**config.mk**
```make
export PLATFORM = sky130hd
export DESIGN_NAME = alarm_ctrl
export DESIGN_NICKNAME = d
export VERILOG_FILES = /design/src/rtl/alarm_ctrl.sv
export SDC_FILE = /design/constraint.sdc
export NUM_CORES = 1
export LEC_CHECK = 0
export CAP_MARGIN = 10
export CORE_AREA = 2 2 90 127
export CTS_CLUSTER_DIAMETER = 150
export DETAILED_ROUTE_END_ITERATION = 12
export DIE_AREA = 0 0 92 129
export DONT_BUFFER_PORTS = 1
export SYNTH_ARGS = -nofsm -noshare
export SYNTH_HDL_FRONTEND = slang
export SYNTH_SLANG_ARGS = --single-unit
```
**constraint.sdc**
```tcl
create_clock -name clk -period 6.4 [get_ports clk]
set_input_delay 0.64 -clock clk [delete_from_list [all_inputs] [get_ports clk]]
set_output_delay 0.64 -clock clk [all_outputs]
set_load 0.02 [all_outputs]
```
**src/rtl/alarm_ctrl.sv**
```systemverilog
// alarm_ctrl: time-of-day keeper, user mode sequencer and alarm ring/snooze FSM.
// Every output is a register loaded from next-state values, so edits show on the same edge.
module alarm_ctrl #(
   parameter int SNOOZE_MIN = 5,
   parameter int RING_MAX_S = 60
) (
   input  logic       clk,
   input  logic       rst,
   input  logic       tick_1s,
   input  logic       btn_mode,
   input  logic       btn_sel,
   input  logic       btn_inc,
   input  logic       btn_snooze,
   input  logic       alarm_en,
   output logic [4:0] disp_hh,
   output logic [5:0] disp_mm,
   output logic [5:0] disp_ss,
   output logic [1:0] mode,
   output logic       field,
   output logic       ring,
   output logic       snoozed
);
   typedef enum logic [1:0] {M_RUN = 2'd0, M_SET_TIME = 2'd1, M_SET_ALARM = 2'd2} mode_e;
   typedef enum logic [1:0] {R_IDLE = 2'd0, R_RINGING = 2'd1, R_SNOOZED = 2'd2} ring_e;

   localparam logic [11:0] SNOOZE_LOAD = 12'(SNOOZE_MIN * 60);
   localparam logic [9:0]  RING_LIMIT  = 10'(RING_MAX_S);

   mode_e       mode_q, mode_d;
   ring_e       rstate_q, rstate_d;
   logic        field_q, field_d;
   logic [4:0]  hh_q, hh_d, al_hh_q, al_hh_d;
   logic [5:0]  mm_q, mm_d, ss_q, ss_d, al_mm_q, al_mm_d;
   logic [9:0]  ring_cnt_q, ring_cnt_d;
   logic [11:0] snz_cnt_q, snz_cnt_d;
   logic        match_q, match_d;
   logic [4:0]  disp_hh_q, disp_hh_d;
   logic [5:0]  disp_mm_q, disp_mm_d, disp_ss_q, disp_ss_d;
   logic        ring_q, snoozed_q;
   logic [4:0]  adv_hh;
   logic [5:0]  adv_mm, adv_ss;
   logic        keep_time, mode_step;

   function automatic logic [5:0] inc60(input logic [5:0] v);
      return (v >= 6'd59) ? 6'd0 : v + 6'd1;
   endfunction

   function automatic logic [4:0] inc24(input logic [4:0] v);
      return (v >= 5'd23) ? 5'd0 : v + 5'd1;
   endfunction

   always_comb begin
      keep_time = (mode_q == M_RUN) || (mode_q == M_SET_ALARM);
      // btn_mode while ringing only dismisses; it never steps the mode.
      mode_step = btn_mode && (rstate_q != R_RINGING);

      adv_hh = hh_q;
      adv_mm = mm_q;
      adv_ss = ss_q;
      if (tick_1s && keep_time) begin
         adv_ss = inc60(ss_q);
         if (ss_q == 6'd59) begin
            adv_mm = inc60(mm_q);
            if (mm_q == 6'd59) adv_hh = inc24(hh_q);
         end
      end
      match_d = alarm_en && tick_1s && keep_time && (adv_hh == al_hh_q)
                && (adv_mm == al_mm_q) && (adv_ss == 6'd0);

      hh_d    = adv_hh;
      mm_d    = adv_mm;
      ss_d    = adv_ss;
      al_hh_d = al_hh_q;
      al_mm_d = al_mm_q;
      field_d = field_q;
      mode_d  = mode_q;
      case (mode_q)
         M_RUN:       if (mode_step) mode_d = M_SET_TIME;
         M_SET_TIME:  if (mode_step) mode_d = M_SET_ALARM;
         M_SET_ALARM: if (mode_step) mode_d = M_RUN;
         default:     mode_d = M_RUN;
      endcase

      if (mode_d != mode_q) begin
         field_d = 1'b0;
         if (mode_d == M_SET_TIME) ss_d = 6'd0;
      end else if (mode_q == M_SET_TIME || mode_q == M_SET_ALARM) begin
         if (btn_inc && mode_q == M_SET_TIME) begin
            if (field_q) hh_d = inc24(hh_q);
            else         mm_d = inc60(mm_q);
         end
         if (btn_inc && mode_q == M_SET_ALARM) begin
            if (field_q) al_hh_d = inc24(al_hh_q);
            else         al_mm_d = inc60(al_mm_q);
         end
         if (btn_sel) field_d = ~field_q;
      end

      rstate_d   = rstate_q;
      ring_cnt_d = ring_cnt_q;
      snz_cnt_d  = snz_cnt_q;
      if (!alarm_en) begin
         rstate_d = R_IDLE;
      end else begin
         case (rstate_q)
            R_IDLE: if (match_q) begin
               rstate_d   = R_RINGING;
               ring_cnt_d = '0;
            end
            R_RINGING: begin
               if (btn_snooze) begin
                  rstate_d  = R_SNOOZED;
                  snz_cnt_d = SNOOZE_LOAD;
               end else if (btn_mode) begin
                  rstate_d = R_IDLE;
               end else if (tick_1s) begin
                  ring_cnt_d = ring_cnt_q + 10'd1;
                  if (ring_cnt_q + 10'd1 == RING_LIMIT) rstate_d = R_IDLE;
               end
            end
            R_SNOOZED: if (tick_1s) begin
               snz_cnt_d = snz_cnt_q - 12'd1;
               if (snz_cnt_q == 12'd1) begin
                  rstate_d   = R_RINGING;
                  ring_cnt_d = '0;
               end
            end
            default: rstate_d = R_IDLE;
         endcase
      end

      if (mode_d == M_SET_ALARM) begin
         disp_hh_d = al_hh_d;
         disp_mm_d = al_mm_d;
         disp_ss_d = 6'd0;
      end else begin
         disp_hh_d = hh_d;
         disp_mm_d = mm_d;
         disp_ss_d = ss_d;
      end
   end

   always_ff @(posedge clk or posedge rst) begin
      if (rst) begin
         mode_q     <= M_RUN;
         rstate_q   <= R_IDLE;
         field_q    <= 1'b0;
         hh_q       <= '0;
         mm_q       <= '0;
         ss_q       <= '0;
         al_hh_q    <= '0;
         al_mm_q    <= '0;
         ring_cnt_q <= '0;
         snz_cnt_q  <= '0;
         match_q    <= 1'b0;
         disp_hh_q  <= '0;
         disp_mm_q  <= '0;
         disp_ss_q  <= '0;
         ring_q     <= 1'b0;
         snoozed_q  <= 1'b0;
      end else begin
         mode_q     <= mode_d;
         rstate_q   <= rstate_d;
         field_q    <= field_d;
         hh_q       <= hh_d;
         mm_q       <= mm_d;
         ss_q       <= ss_d;
         al_hh_q    <= al_hh_d;
         al_mm_q    <= al_mm_d;
         ring_cnt_q <= ring_cnt_d;
         snz_cnt_q  <= snz_cnt_d;
         match_q    <= match_d;
         disp_hh_q  <= disp_hh_d;
         disp_mm_q  <= disp_mm_d;
         disp_ss_q  <= disp_ss_d;
         ring_q     <= (rstate_d == R_RINGING);
         snoozed_q  <= (rstate_d == R_SNOOZED);
      end
   end

   assign disp_hh = disp_hh_q;
   assign disp_mm = disp_mm_q;
   assign disp_ss = disp_ss_q;
   assign mode    = mode_q;
   assign field   = field_q;
   assign ring    = ring_q;
   assign snoozed = snoozed_q;
endmodule

```
==> After elaboration in Yosys (flattened, before gate mapping) <==
Index checks and enable logic that the tools add are counted.
{ "totals": {"regBits": 75, "latchBits": 0, "mem_bits_rw": 0, "romBits": 0, "inputBits": 8, "out_inout_bits": 22, "word_cells": 131, "memories": 0} }
{ "classes": {"addsub": 7, "n_mul": 0, "div_mod_pow": 0, "n_lt_le_gt_ge": 5, "eq_ne": 23, "shifts": 0, "n_mux": 58, "bitwise": 1, "reduce_logical": 21} }
{ "op_table": {"columns": ["cell", "n"], "rows": [
  ["$mux W6", 18],
  ["$mux W5", 14],
  ["$mux W10", 6],
  ["$pmux W10 S3", 1],
  ["$mux W12", 2],
  ["$pmux W12 S2", 1],
  ["$mux W2", 11],
  ["$add A6 B1 Y6 const B", 3],
  ["$ge A6 B6 Y1 const B", 3],
  ["$ne A2 B2 Y1 const B", 7],
  ["$eq A12 B1 Y1 const B", 1],
  ["$eq A6 B6 Y1 const B", 2],
  ["$pmux W2 S3", 2],
  ["$sub A12 B1 Y12 const B", 1],
  ["$add A10 B1 Y10 const B", 1],
  ["$add A5 B1 Y5 const B", 2],
  ["$eq A10 B6 Y1 const B", 1],
  ["$ge A5 B5 Y1 const B", 2],
  ["$logic_and A1 B1 Y1", 9],
  ["$eq A2 B1 Y1 const B", 4],
  ["$eq A2 B2 Y1 const B", 4],
  ["$reduce_and A8 Y1", 1],
  ["$eq A6 B6 Y1", 1],
  ["$logic_not A6 Y1", 1],
  ["other kinds (11)", 17]
]} }

==> Logic depth before layout (Yosys ltp) <==
Gate-level depths: netlist of run 1.
{ "depth": {"word_depth": 10, "ltp_mapped": 11, "mapped_depth_nobuf": 9} }

==> Worst setup path before layout of run 1 <==
No wires, ideal clock.
{ "synth_timing": {"path_kind": "reg-to-reg", "from": "reg mode_q[1] (netlist: mode[1])", "to": "reg disp_hh_q[0] (netlist: disp_hh[0])", "setup_ns": 0.125, "arrival_ns": 2.533, "required_ns": 6.275, "setup_slack_ns": 3.742, "path_stages_with_launch": 10, "path_buffers": 1, "synth_period_minus_slack_ns": 2.658, "path_cell_list": "dfrtp_1 inv_1 ha_1 o211ai_1 or3_1 buf_2 nor2_4 a31oi_1 mux2_2 mux2_2"} }
{ "synth_between": {"elab_chain_cells": 9} }
{ "synth_rtl": {"columns": ["item", "line", "text"], "rows": [
  ["from (decl)", "29", "mode_e mode_q, mode_d;"],
  ["from (signal assigned)", "162", "mode_q <= mode_d;"],
  ["$eq A2 B2 Y1 or $logic_not A2 Y1 (tied branches)", "53, 77, 87", null],
  ["$logic_or A1 B1 Y1", "53", "keep_time = (mode_q == M_RUN) || (mode_q == M_SET_ALARM);"],
  ["$logic_and A1 B1 Y1", "60", "if (tick_1s && keep_time) begin"],
  ["$mux W5", "60", null],
  ["$mux W5", "89", "if (field_q) hh_d = inc24(hh_q);"],
  ["$mux W5", "88", "if (btn_inc && mode_q == M_SET_TIME) begin"],
  ["$mux W5", "87", "end else if (mode_q == M_SET_TIME || mode_q == M_SET_ALARM) begin"],
  ["$mux W5 *", "84", "if (mode_d != mode_q) begin"],
  ["net hh_d[0]", "32", "logic [4:0] hh_q, hh_d, al_hh_q, al_hh_d;"],
  ["$mux W5 *", "132", "if (mode_d == M_SET_ALARM) begin"],
  ["net disp_hh_d[0]", "37", "logic [4:0] disp_hh_q, disp_hh_d;"],
  ["to (signal assigned)", "173", "disp_hh_q <= disp_hh_d;"],
  ["to (decl)", "37", null]
]} }
Mark *: on every way through the listed nets, which the timed path passes. The rest lies on a longest branch.
A chain may end at the register's enable or synchronous reset.

==> Worst setup path after layout of run 1 <==
Same ends and word-level chain as after synthesis.

==> results of run 1 <==
## where the power goes
part	switching (uW)	internal [uW]	leakage, uW
registers	127	537	0.00102
logic	187	142	0.000850
clock network	186	291	0.000141
total	500	970	0.00201
## critical path, delay by kind of cell (launching register included)
kind / cells / cell delay [ns]
AND/OR/NAND/NOR: 2 / 0.58
multiplexers: 2 / 0.68
AO/OA/AOI/OAI: 2 / 0.85
buffers and inverters: 1 / 0.15
adder cells (fa/ha/maj): 1 / 0.26
flip-flops: 1 / 0.62
## sequential cells by signal, indices dropped and copies added (netlist names)
register,cells
ring_cnt_q,10
mode,2
snz_cnt_q,12
disp_hh,5
al_mm_q,6
disp_mm,6
ring,1
rstate_q,2
mm_q,6
al_hh_q,5
field,1
disp_ss,6
hh_q,5
snoozed,1
match_q,1
ss_q,6
## stage by stage
step	utilization [%]	hold slack [ns]	power [uW]
2_1_floorplan	-	0.449	912
3_3_place_gp	40.3	0.475	997
3_5_place_dp	40.3	0.504	1000
4_1_cts	42.9	0.409	1490
5_1_grt	42.9	0.411	1550
6_report	42.9	0.416	1470
## cells in the final DEF (no fill, tap or decap), types with 3 or more instances in the layout
cell       netlist  final
dfrtp_1         75     75
o21ai_0         44     44
nor2_1          43     43
nand2_1         42     42
a21oi_1         18     18
nand2b_1        15     15
mux2_2          15     15
nand3_1         13     13
nor3_1          13     13
ha_1            12     12
inv_1           12     11
xor2_1          10     10
xnor2_1         10     10
and3_1          10     10
clkbuf_16        0      9
a31oi_1          7      7
o31ai_1          6      6
nand4_1          6      6
nor4_1           5      5
nor2b_1          5      5
o21a_1           5      5
or3_1            5      5
a21o_1           5      5
nand4b_1         4      4
and2_1           4      4
a211oi_1         3      3
o21ai_1          3      3
mux2i_1          3      3
clkinv_2         0      3
clkbuf_8         0      3
## area by class of cell
type / instances / area [um^2] / share of cell area (%)
Tap cell: 141 / 176 / 3.85
Multi-Input combinational cell: 346 / 2200 / 48.0
Inverter: 12 / 46.3 / 1.01
Clock buffer: 13 / 270 / 5.89
Clock inverter: 2 / 10.0 / 0.218
Timing Repair Buffer: 1 / 7.51 / 0.164
Sequential cell: 75 / 1880 / 40.9
## cell usage after synthesis, types with 3 or more instances
library cell | count | area share (%)
nand4_1 | 6 | 0.89
inv_1 | 12 | 1.1
nand2b_1 | 15 | 2.2
a21o_1 | 5 | 0.89
a21oi_1 | 18 | 2.1
and2_1 | 4 | 0.59
xnor2_1 | 10 | 2.1
nand2_1 | 42 | 3.7
nand3_1 | 13 | 1.5
nor2b_1 | 5 | 0.74
or3_1 | 5 | 0.74
o21ai_1 | 3 | 0.36
ha_1 | 12 | 3.6
nor2_1 | 43 | 3.8
mux2_2 | 15 | 4.0
clkbuf_1 | 10 | 0.89
dfrtp_1 | 75 | 45
nor3_1 | 13 | 1.5
o31ai_1 | 6 | 1.1
mux2i_1 | 3 | 0.71
o21a_1 | 5 | 0.89
a31oi_1 | 7 | 1.0
xor2_1 | 10 | 2.1
nand4b_1 | 4 | 0.83
nor4_1 | 5 | 0.74
a211oi_1 | 3 | 0.54
buf_2 | 7 | 0.83
and3_1 | 10 | 1.5
o21ai_0 | 44 | 5.2
## cell families (layout without fill, tap and decap cells)
kind of cell | count (synthesis) | after routing | share of synthesized area [%]
compound gates | 117 | 117 | 17.6
fa+ha+maj | 13 | 13 | 3.81
buf+inv | 30 | 28 | 3.06
mux | 18 | 18 | 4.73
flops | 75 | 75 | 44.6
simple gates | 178 | 178 | 22.0
xor+xnor | 20 | 20 | 4.16
## routing by layer
layer	part of all wire [%]	up-vias	track usage [%]	routed length (um)
li1	-	1621	-	-
met1	41	1652	19.2	3810
met2	55	52	30.4	5090
met3	3.1	12	2.58	290
met4	1.4	0	8.34	134
met5	0	-	0	0
## path summary, 6_finish.rpt
| kind | from | endpoint | slack (ns) | cells past startpoint |
|---|---|---|---|---|
| max | mode[1] | disp_hh[0] | 3.14 | 8 |
| min | alarm_en | ring | 0.42 | 1 |
| max reg2reg | mode[1] | disp_hh[0] | 3.14 | 8 |
| min reg2reg | ring_cnt_q[1] | ring_cnt_q[1] | 0.51 | 2 |
| max in group asynchronous | rst | hh_q[4] | 5.28 | 2 |
| min in group asynchronous | rst | ring_cnt_q[3] | 0.45 | 2 |
==> out/metrics.cfg, run 1 <==
[outcome]
status=finished, final reports clean

[drt]
drtPass1Iterations=4
drt_first_iter_violations=155
wl_mm=9.32
vias=3337
postRouteAntennaNets=0
drcViolationCount=0
vias_per_cell=5.66
wl_per_cell_um=15.8

[timing]
rsz0062_at_grt=no
tightest_slew_ns=1.21
slew_viol_final=0
fin_crit_sh_pct=51.0
fmaxAchievable_mhz=307
setup_viol=0
fin_crit_ns=3.26
setup_slack_ns=3.14
fin_setup_tns_ns=0
skew_ns=0.00886
hold_viol=0
maxSlewHeadroom_pct=18.8

[global_routing]
grt_first_pass_wirelength_mm=15.8
first_global_vias=3257
grt.total_usage_pct=16.8
grt_overflow=0
grt_max_degree=76
antenna_found_initial=0

[clock_tree]
cts_buffers=9
clk_pin_slew_worst_paths_ns=0.06
htreeDepth=3
cts_root_buf=clkbuf_16
clk_latency_ns=0.34
cts.sinks=75
cts_resized=0
cts_tree=done
post-cts-setup-buffers=0
clock_path_buffers=2
cts_hold_buf=0

[setup_path]
required_ns=6.62
crit_top_cell=mux2_2
criticalPathCategory=flop to flop
crit_path_max_fanout=14
start_kind=flop
arrival_ns=3.48
end_kind=flop
critical-path-max-stage-delay_ns=0.62
path_cells=inv_1, ha_1, o211ai_1, or3_1, nor2_4, a31oi_1, mux2_2, mux2_2
crit_slowest_cell=dfrtp_1

[die]
start_util_pct=39.3
dieArea_um2=11900
num_rows=45
fp.dieW_um=92
die_h_um=129
ios=30
core-area_um2=10700

[synth]
ys_ff_latch=75
synth_nets=471
postSynthAreaPerCell_um2=9.33
yosys_warnings=0
ys.flop_type=dfrtp_1
synth_edf_count=0
synth_area_um2=4210
yosysSeqAreaShare_pct=44.6
synthArstFlopShare_pct=100
synthCells=451
synth.distinct_cells=62

[layout]
nets=465
design_area_um2=4590
syn2layout_area_growth_pct=9.07
layoutNonFillerInstCount=590
drive_above_1_share_pct=9.35
fill_cells=1052
n_antenna_cell=0

[job]
cap_viol_max_count=0

[power_and_ir_drop]
p_leak_uw=0.00201
vdd_drop_max_mv=0.152
p_per_area_nw_per_um2=320

[place]
dp_cells=575
dpl-instance-area_um2=4310
dp.final_hpwl_mm=6.69
portBuffers=0
gp_congestion=0.910
place_ws_ns=3.18

[min_path]
hp-class=input port to flop

Note: power is estimated with default switching activity, not from simulation.
==> run 2, diff against run 1 <==
==> constraint.sdc (replaced) <==
create_clock -name clk -period 2.9 [get_ports clk]
set_input_delay 0.29 -clock clk [delete_from_list [all_inputs] [get_ports clk]]
set_output_delay 0.29 -clock clk [all_outputs]
set_load 0.02 [all_outputs]
==> out/metrics.cfg, run 2 (same netlist as run 1, synthesis figures left out) <==
[global_routing]
grt.total_usage_pct=17.7  ; +0.86 points
antenna_found_initial=0  ; unchanged
first_global_vias=3500  ; +7.5%
grt_first_pass_wirelength_mm=16.6  ; +5.3%
grt_overflow=0  ; unchanged
grt_max_degree=28  ; -63%

[drt]
wl_met1_mm=4.00  ; +5.1%
wl_met2_mm=5.24  ; +2.9%
vias=3363  ; +0.78%
wl_mm=9.75  ; +4.6%
highest_layer=met4
vias_per_cell=5.58  ; -1.4%
dr_wl_met3_um=304  ; +4.8%
drtPass1Iterations=4  ; unchanged
drcViolationCount=0  ; unchanged
postRouteAntennaNets=0  ; unchanged
drt_first_iter_violations=214  ; +38%
wl_per_cell_um=16.2  ; +2.3%

[power_and_ir_drop]
vdd_drop_max_mv=0.324  ; +110%
switching_share_pct=33.9  ; -0.13 points
clkPwrFrac_pct=31.3  ; -1.1 points
internal-power_uw=2170  ; +120%
pwr-share-comb_pct=25.0  ; +2.6 points
power.switching_uw=1110  ; +120%
p_total_uw=3280  ; +120%
p_per_area_nw_per_um2=702  ; +120%
p_leak_uw=0.00206  ; +2.5%
seqPwrFrac_pct=43.7  ; -1.5 points

[setup_path]
crit_top_cell=mux2_2
cp_num_buf_inv=1  ; unchanged
worstRegToRegCells=8  ; unchanged
cp.depth=8  ; unchanged
critical-path-max-stage-delay_ns=0.41  ; -0.21 ns
arrival_ns=2.82  ; -0.66 ns
criticalPathCategory=flop to flop
r2r_setup_slack_ns=0.30  ; -2.83 ns
r2r_start=mode[0]
start_kind=flop
crit_slowest_cell=dfrtp_1
path_cells=inv_1, ha_1, o211ai_1, or3_1, nor2_4, a31oi_2, mux2_2, mux2_2
crit_family=multiplexers
required_ns=3.12  ; -3.50 ns
end_kind=flop
r2r-end=disp_hh[3]
crit_path_max_fanout=8  ; -6
critPathLaunch=mode[0]
cp-endpoint=disp_hh[3]

[timing]
skew_ns=0.00634  ; -0.00251 ns
fin_crit_ns=2.60  ; -0.666 ns
slew_viol_final=0  ; unchanged
fmaxAchievable_mhz=385  ; +26%
hold_viol=0  ; unchanged
tightest_slew_ns=0.615  ; -0.591 ns
fin_setup_tns_ns=0  ; unchanged
setup_slack_ns=0.304  ; -2.83 ns
maxSlewHeadroom_pct=58.5  ; +40 points
fin_crit_sh_pct=89.5  ; +39 points
rsz0062_at_grt=no
setup_viol=0  ; unchanged

[clock_tree]
cts_root_buf=clkbuf_16
cts_buffers=9  ; unchanged
htreeDepth=3  ; unchanged
cts.sinks=75  ; unchanged
clk_pin_slew_worst_paths_ns=0.06  ; about the same
clk_latency_ns=0.34  ; about the same
cts_tree=done
clock_path_buffers=2  ; unchanged

[place]
dpl-instance-area_um2=4390  ; +1.9%
portBuffers=0  ; unchanged
place_ws_ns=0.166  ; -3.01 ns
gp_congestion=0.885  ; -2.7%
dp.final_hpwl_mm=7.24  ; +8.2%

[die]
start_util_pct=39.3  ; unchanged
fp.dieW_um=92  ; unchanged
dieArea_um2=11900  ; unchanged
ios=30  ; unchanged
core-area_um2=10700  ; unchanged
num_rows=45  ; unchanged
die_h_um=129  ; unchanged

[layout]
design_area_um2=4680  ; +2.0%
final_util_pct=43.8  ; +0.87 points
drive_above_1_share_pct=11.5  ; +2.1 points
largest_reg_flops=12  ; unchanged
layout_common_cells=dfrtp_1, o21ai_0, nor2_1, nand2_1, a21oi_1
nets=477  ; +2.6%
top_register=snz_cnt_q
syn2layout_area_growth_pct=11.3
final_common_cell=dfrtp_1
reg_top3=snz_cnt_q (12), ring_cnt_q (10)
n_antenna_cell=0  ; unchanged

[job]
cap_viol_max_count=0  ; unchanged

[min_path]
hold_depth=1  ; unchanged
hp-class=input port to flop

[outcome]
status=finished, final reports clean

[run 2: per-stage QoR]
stage / hold WS, ns / std cells
2_1_floorplan: 0.449 / 451
3_5_place_dp: 0.197 / 586
4_1_cts: 0.0635 / 603
5_1_grt: 0.0707 / 603
6_report: 0.0713 / 603
3_3_place_gp: 0.193 / 586
[run 2: worst min path at each step]
| stage | endpoint | start |
|---|---|---|
| 3_5_place_dp | ring_cnt_q[3] | rst |
| 4_1_cts | rstate_q[0] | alarm_en |
| 5_1_grt | ring | alarm_en |
| 3_3_place_gp | al_hh_q[4] | rst |
| 6_report | rstate_q[0] | alarm_en |
| 2_1_floorplan | ring_cnt_q[9] | ring_cnt_q[9] |
[run 2: timing repair]
action,CTS,global route
setup endpoints to repair,0,4
hold buffers,1,0
setup buffers,0,0
gates resized for setup,0,1
endpoints found under the hold margin,22,0
[run 2: worst reg2reg max path, delay by kind of cell (launching register included)]
family	cells	cell delay [ns]
fa+ha+maj	1	0.26
mux	2	0.66
simple gates	2	0.43
buf+inv	1	0.11
flops	1	0.41
compound gates	2	0.61
[run 2: cell type report]
type,instances,area [um^2]
clock buffer,14,264
sequential,75,1880
clock inverter,2,10.0
fill,1054,6020
timing repair buffer,13,100
tap,141,176
multi-input combinational,346,2210
inverter,12,46.3
[run 2: layer usage]
| layer | global-route usage (%) | vias up |
|---|---|---|
| met5 | 0 | - |
| met4 | 8.08 | 0 |
| met3 | 3.57 | 18 |
| met2 | 32.4 | 56 |
| met1 | 19.5 | 1652 |
| li1 | - | 1637 |
[run 2: power by group through the flow]
stage / clock [uW] / sequential, uW / combinational, uW
finish: 1030 / 1440 / 820
floorplan: 0 / 1400 / 613
detailed placement: 0 / 1450 / 823
CTS: 1050 / 1430 / 829
global route: 1100 / 1460 / 917
global placement: 0 / 1450 / 806
